File: src/rtl/tdc_meas_ctrl.sv
// tdc_meas_ctrl: launch/capture/decode/average sequencer for one TDC delay line
module tdc_meas_ctrl #(
  parameter int N            = 64,
  parameter int AVG_LOG2_MAX = 3,
  parameter int CNT_W        = $clog2(N + 1),
  parameter int ACC_W        = CNT_W + AVG_LOG2_MAX
) (
  input  logic             clk,
  input  logic             rst_n,
  input  logic             start_i,
  input  logic [3:0]       settle_i,
  input  logic [1:0]       avg_log2_i,
  output logic             launch_o,
  input  logic [N-1:0]     taps_i,
  output logic             busy_o,
  output logic [CNT_W-1:0] result_o,
  output logic             bubble_o,
  output logic             valid_o,
  input  logic             ready_i
);
  localparam logic [2:0] IDLE   = 3'd0;
  localparam logic [2:0] LAUNCH = 3'd1;
  localparam logic [2:0] WAIT   = 3'd2;
  localparam logic [2:0] RELAX1 = 3'd3;
  localparam logic [2:0] RELAX2 = 3'd4;
  localparam logic [2:0] DONE   = 3'd5;
  localparam logic [1:0] K_MAX  = 2'(AVG_LOG2_MAX);

  logic [2:0]       state;
  logic [3:0]       s_q;
  logic [3:0]       wait_cnt;
  logic [1:0]       k_q;
  logic [1:0]       k_clamped;
  logic [2:0]       smp_cnt;
  logic [3:0]       n_smp;
  logic             last_smp;
  logic [N-1:0]     cap_q;
  logic [ACC_W-1:0] acc;
  logic             bub_q;
  logic [CNT_W-1:0] cnt;
  logic             seen0;
  logic             smp_bub;

  assign busy_o    = state != IDLE;
  assign k_clamped = avg_log2_i > K_MAX ? K_MAX : avg_log2_i;
  assign n_smp     = 4'd1 << k_q;
  assign last_smp  = {1'b0, smp_cnt} == n_smp - 4'd1;

  // thermometer decode of the captured taps: leading run of ones plus bubble detect
  always_comb begin
    cnt     = '0;
    seen0   = 1'b0;
    smp_bub = 1'b0;
    for (int i = 0; i < N; i++) begin
      if (!cap_q[i]) seen0 = 1'b1;
      else if (seen0) smp_bub = 1'b1;
      else cnt = cnt + 1'b1;
    end
  end

  // measurement sequencer: launch, settle, capture, relax, accumulate, report
  always_ff @(posedge clk or negedge rst_n) begin
    if (!rst_n) begin
      state    <= IDLE;
      s_q      <= '0;
      wait_cnt <= '0;
      k_q      <= '0;
      smp_cnt  <= '0;
      cap_q    <= '0;
      acc      <= '0;
      bub_q    <= 1'b0;
      launch_o <= 1'b0;
      valid_o  <= 1'b0;
      result_o <= '0;
      bubble_o <= 1'b0;
    end else begin
      case (state)
        IDLE: if (start_i) begin
          s_q      <= settle_i;
          k_q      <= k_clamped;
          acc      <= '0;
          smp_cnt  <= '0;
          bub_q    <= 1'b0;
          launch_o <= 1'b1;
          state    <= LAUNCH;
        end
        LAUNCH: begin
          wait_cnt <= s_q;
          if (s_q == 4'd0) begin
            cap_q    <= taps_i;
            launch_o <= 1'b0;
            state    <= RELAX1;
          end else state <= WAIT;
        end
        WAIT: begin
          wait_cnt <= wait_cnt - 4'd1;
          if (wait_cnt == 4'd1) begin
            cap_q    <= taps_i;
            launch_o <= 1'b0;
            state    <= RELAX1;
          end
        end
        RELAX1: begin
          acc   <= acc + ACC_W'(cnt);
          bub_q <= bub_q | smp_bub;
          state <= RELAX2;
        end
        RELAX2: begin
          if (last_smp) begin
            valid_o  <= 1'b1;
            result_o <= CNT_W'(acc >> k_q);
            bubble_o <= bub_q;
            state    <= DONE;
          end else begin
            smp_cnt  <= smp_cnt + 3'd1;
            launch_o <= 1'b1;
            state    <= LAUNCH;
          end
        end
        DONE: if (ready_i) begin
          valid_o <= 1'b0;
          state   <= IDLE;
        end
        default: state <= IDLE;
      endcase
    end
  end
endmodule

File: config.mk
export PLATFORM = sky130hd
export DESIGN_NAME = tdc_meas_ctrl
export DESIGN_NICKNAME = d
export VERILOG_FILES = /design/src/rtl/tdc_meas_ctrl.sv
export SDC_FILE = /design/constraint.sdc
export NUM_CORES = 1
export LEC_CHECK = 0
export ABC_AREA = 1
export BUFFER_PORTS_ARGS = -buffer_cell sky130_fd_sc_hd__buf_2
export CAP_MARGIN = 10
export CORE_ASPECT_RATIO = 1.1
export CORE_MARGIN = 10
export CORE_UTILIZATION = 35
export CTS_CLUSTER_SIZE = 10
export DETAILED_ROUTE_END_ITERATION = 8
export GPL_ROUTABILITY_DRIVEN = 0
export SLEW_MARGIN = 15
export SYNTH_ARGS = -nofsm -noshare
export SYNTH_HDL_FRONTEND = slang
export SYNTH_SLANG_ARGS = --single-unit
export TNS_END_PERCENT = 30
File: constraint.sdc
create_clock -name clk -period 48.5 [get_ports clk]
set_clock_uncertainty 0.15 [all_clocks]
set_input_delay 4.85 -clock clk [delete_from_list [all_inputs] [get_ports clk]]
set_output_delay 4.85 -clock clk [all_outputs]
set_load 0.02 [all_outputs]
# Word level (Yosys, flattened, before mapping)
# Index checks and enable logic that the tools add are counted.
# totals
elab_cells,453
in_bits,74
out_inout_bits,11
register_bits,101
# classes
n_bitwise,1
magnitude_cmp,1
shifts,2
n_reduce_logical,16
muxes,341
addsub,67
n_eq_ne,13
# ops
op,count
2-to-1 mux 7 bit,126
adder 7 x 1 -> 7 bit (second input constant),63
2-to-1 mux 1 bit,197
2-to-1 mux 64 bit,2
one-hot mux 64 bit (2 select lines),1
one-hot mux 10 bit (2 select lines),1
2-to-1 mux 3 bit,6
one-hot mux 3 bit (6 select lines),1
!= test 2 bit (second input constant),6
AND reduction 3 bit,4
adder 10 x 7 -> 10 bit,1
2-to-1 mux 10 bit,1
right shift 10 x 2 -> 7 bit,1
one-hot mux 4 bit (2 select lines),1
nonzero test 2 bit,4
subtractor 4 x 1 -> 4 bit (second input constant),2
== test 3 x 2 -> 1 bit (second input constant),2
== test 3 bit (second input constant),2
one-hot mux 3 bit (2 select lines),1
AND reduction 2 bit,3
AND reduction 5 bit,1
== test 3 x 4 -> 1 bit,1
== test 4 x 1 -> 1 bit (second input constant),1
logical NOT 4 bit,1
other kinds (11),12

# Longest topological paths before layout
# logic_depth
depth_word,192
mapped_depth,237
ltp_nobuf,237

# Worst setup path before layout
# Ideal clock, no wire load.
# synth_timing
path_kind,register to register
start,register cap_q[0]
end,register acc[7]
arrival_ns,28.278
path_buffers,0
setup_ns,0.120
synth_period_minus_slack_ns,28.548
slack_ns,19.952
required_ns,48.230
path_stages_with_launch,232
path_cell_list,dfrtp_1 -> nand2_2 -> inv_2 -> ha_1 -> nand2_1 -> nand2_1 -> ha_1 -> nor2_1 -> nor2_1 -> nand2_1 -> nand3_1 -> nand2_1 -> inv_1 -> ha_1 -> nand2_1 -> nand2_1 -> ha_1 -> nor2_1 -> (+196 left out) -> inv_1 -> ha_1 -> o21ai_0 -> inv_1 -> ha_1 -> a21oi_1 -> nor2_1 -> nor2_1 -> nor2_1 -> nor2_1 -> o21ai_0 -> inv_1 -> nor2_1 -> o21ai_0 -> nand2_1 -> nand2_1 -> o21ai_0 -> inv_1
# synth_via
elab_chain_cells,192
word_cells_on_any_way,255
cone_classes,64 x add/sub; 191 x mux
# synth_rtl
element,line_no,rtl
from (decl),37,logic [N-1:0] cap_q;
from (signal assigned),90,cap_q <= taps_i;
from (signal assigned),98,cap_q <= taps_i;
2-to-1 mux 1 bit,55,if (!cap_q[i]) seen0 = 1'b1;
adder 7 x 1 -> 7 bit,57,else cnt = cnt + 1'b1;
2-to-1 mux 7 bit,56,else if (seen0) smp_bub = 1'b1;
2-to-1 mux 7 bit,55,
adder 7 x 1 -> 7 bit,57,
2-to-1 mux 7 bit,56,
2-to-1 mux 7 bit,55,
adder 7 x 1 -> 7 bit,57,
(+176 left out),--,
adder 7 x 1 -> 7 bit,57,
2-to-1 mux 7 bit,56,
2-to-1 mux 7 bit,55,
adder 7 x 1 -> 7 bit,57,
2-to-1 mux 7 bit,56,
2-to-1 mux 7 bit (*),55,
adder 10 x 7 -> 10 bit (*),104,acc <= acc + ACC_W'(cnt);
one-hot mux 10 bit (2 select lines) (*),77,case (state)
to (signal assigned),104,
to (decl),38,logic [ACC_W-1:0] acc;
# Every way passes the cells marked *; elsewhere a longest branch is shown, timed or not.
# A chain may end at the register's enable or synchronous reset.

# Worst setup path in the final report
# Ends and elaborated chain as after synthesis.

==> results by group <==
Run status
  – Status: finished, final reports clean

Timing
  – Least-Margin Pin Slew: 1.141 ns
  – Hold Violations, Final: 0
  – Max-slew headroom: 0.2332
  – Setup TNS: 0 ns
  – Final setup fails: 0
  – Slew Viols, Final: 0
  – RSZ-0062 raised after global routing: false
  – Final Cycle Share: 0.6468
  – Highest clock rate: 31.88 MHz
  – Final min period: 31.37 ns

Critical path
  – CP arrival: 31.51 ns
  – Max stage delay on crit path: 0.43 ns
  – Crit Path Class: reg -> reg
  – Startpoint Class: flop
  – CP required: 48.64 ns
  – Crit-path max FO: 5
  – Setup crit end kind: flop
  – Crit-path slowest cell: dfrtp_1
  – Most frequent CP cell: nand2_1

Clock network
  – CTS tree: done
  – Post-CTS Setup Inserts: 0
  – CTS root buf: clkbuf_16
  – TritonCTS buffer count: 9
  – Clk sink count: 101
  – Clock Latency Late Sink: 0.41 ns
  – Reg clk slew, reported paths: 0.09 ns
  – Max H-tree Level: 3
  – PostCTS Resize Cnt: 0
  – Cts hold-fix bufs: 0
  – Max clock buf depth: 2

Floorplan
  – Row count: 84
  – Die Area: 57,090 um2
  – Initial Util: 0.3523
  – CORE AREA: 47,610 um2
  – Die H: 249.6 um
  – Die Width: 228.7 um
  – Io pins: 85

Cells and area
  – Final #Nets: 3,315
  – Filler cells: 5,354
  – Synthesis-to-layout area growth: 8.995%
  – Commonest cells after routing, fill and taps aside: 1,027 x nand2_1, 541 x inv_1, 477 x nand3_1, 278 x nor2_1, 150 x o21ai_0
  – Antenna diodes: 0
  – Final core utilization: 0.3840
  – Most common cell after layout, fill and taps aside: nand2_1
  – Non-Filler Instances: 3,819
  – Share of cells above drive strength 1: 0.08570

Routing
  – Via Count: 18,028
  – Pre-antenna DRT Iters: 6
  – Routed WL per cell: 10.79 um
  – ANT nets after route: 0
  – WL final: 41.20 mm
  – Via density: 4.721
  – Post-route DRC: 0
  – Iteration-0 DRC count of the detailed router: 835

Synthesis
  – Cell variety after synth: 45
  – Largest family of logic cells by synthesized area: simple AND/OR/NAND/NOR gates
  – Syn nets: 3,235
  – Xor/xnor share of the synthesized area: 0.007832
  – Mapped Area: 16,770 um2
  – Top cells by area, synth: nand2_1 23%, dfrtp_1 15%, nand3_1 14%, inv_1 12%, nor2_1 6.2%
  – Synth Area in Compound Gates: 0.08279
  – Simple-gate share of the synthesized area: 0.5678
  – Mux share of post-synthesis cell area: 0
  – Synth area leader: nand2_1
  – Register area share after synthesis: 0.1507
  – Cells after Synth: 3,089
  – Share of the synthesized area in the top cell type: 0.2298
  – Syn_area_per_cell: 5.431 um2
  – Ys Warns: 0
  – Post-synthesis register bit count: 101
  – Adder-Cell Fraction of Synth Area: 0.05415

Power
  – VDD IR max: 0.00003588 V
  – Gate power share: 0.737
  – Psw: 0.0005454 W
  – Sw Share: 0.5948
  – Leak: 9.997 nW
  – Seq pwr share: 0.174
  – Pwr dens: 50.14 nW/um2
  – Power share of the clock group: 0.088
  – Pint: 0.0003715 W

Hold path
  – Worst Hold Class: reg -> reg

Global route
  – Gr usage total: 0.1438
  – First-pass GRT wire length: 72.23 mm
  – Initial antenna violation count: 2
  – GR Overflow Total: 0
  – Pin count of the biggest net entering global routing: 72
  – Vias in the first global route: 16,463

Placed design
  – Detailed Place HPWL: 34.37 mm
  – Placed cell count: 3,803
  – PortBufs: 84

Job
  – MaxCap Viol Count: 0
[final cells by class]
type                            instances  area (um2)  area share
Timing Repair Buffer                   87       445.4     0.02436
Tap cell                              645       807.0     0.04414
Clock buffer                            9       225.2     0.01232
Inverter                              585        2226      0.1217
Sequential cell                       101        2527      0.1382
Multi-Input combinational cell       2385       11970      0.6544
Clock inverter                          7       87.58    0.004790
[power by group through the flow]
stage,logic (W),clock network [W],registers (W)
after CTS,0.000683,0.0000852,0.000160
after global placement,0.000679,0,0.000161
final,0.000676,0.0000809,0.000160
after global routing,0.000801,0.0000876,0.000166
after floorplan,0.000531,0,0.000154
after detailed placement,0.000680,0,0.000161
[path summary, 6_finish.rpt]
kind | endpoint | slack, ns | from | cells past startpoint
worst max register to register | acc[7] | 17.13 | cap_q[0] | 233
max in group asynchronous | cap_q[18] | 42.65 | rst_n | 2
worst min register to register | result_o[5] | 0.33 | result_o[5] | 2
worst max-delay path | acc[7] | 17.13 | cap_q[0] | 233
min in group asynchronous | cap_q[55] | 4.32 | rst_n | 1
worst min-delay path | result_o[5] | 0.33 | result_o[5] | 2
[through the flow]
step	hold slack, ns	power [W]	area, um2	setup slack [ns]
floorplan	0.3028	0.0006849	16770	19.95
global placement	0.3168	0.0008403	17970	18.07
detailed placement	0.3129	0.0008409	17970	17.16
CTS	0.3379	0.0009279	18280	17.03
global route	0.3443	0.001054	18280	13.19
finish	0.3333	0.0009168	18280	17.13
[metal layers]
| layer | GRT usage | vias to the layer above | wire (um) |
|---|---|---|---|
| li1 | - | 9979 | - |
| met1 | 0.1834 | 7839 | 20380 |
| met2 | 0.2513 | 176 | 19300 |
| met3 | 0.01804 | 32 | 960 |
| met4 | 0.03563 | 2 | 546 |
| met5 | 0 | - | 13 |
[cell families (layout without fill, tap and decap cells)]
kind of cell    Yosys count  count (layout)
buf+inv                 603             688
fa+ha+maj                72              72
simple gates           2043            2043
compound gates          255             255
flops                   101             101
xor+xnor                 15              15
[critical path, delay by kind of cell (launching register included)]
kind | cells | cell delay, ns
buffers and inverters | 28 | 1.81
XOR/XNOR | 5 | 0.68
flip-flops | 1 | 0.43
AO/OA/AOI/OAI | 47 | 7.13
adder cells (fa/ha/maj) | 35 | 9.94
AND/OR/NAND/NOR | 118 | 11.15
[cells in the mapped netlist, drive strengths merged]
library cell,number
nand2,1078
inv,583
nand3,493
nor2,326
o21ai,157
dfrtp,101
ha,71
a21oi,55
nand4,55
nand3b,52
nor3,25
clkbuf,18
o211ai,12
or2,12
o22ai,11
xor2,10
o221ai,5
xnor2,5
o2111ai,4
a211oi,2
clkinv,2
o21bai,2
o32ai,2
a2111oi,1
a21boi,1
a21o,1
fa,1
nor4,1
o21a,1
o31ai,1
or3,1
[flip-flops by register name, indices dropped and copies added, names as in the netlist, 2 cells and up]
register  flops
smp_cnt       3
state         3
cap_q        64
s_q           4
result_o      7
wait_cnt      4
acc          10
k_q           2
(Power assumes the default switching activity.)
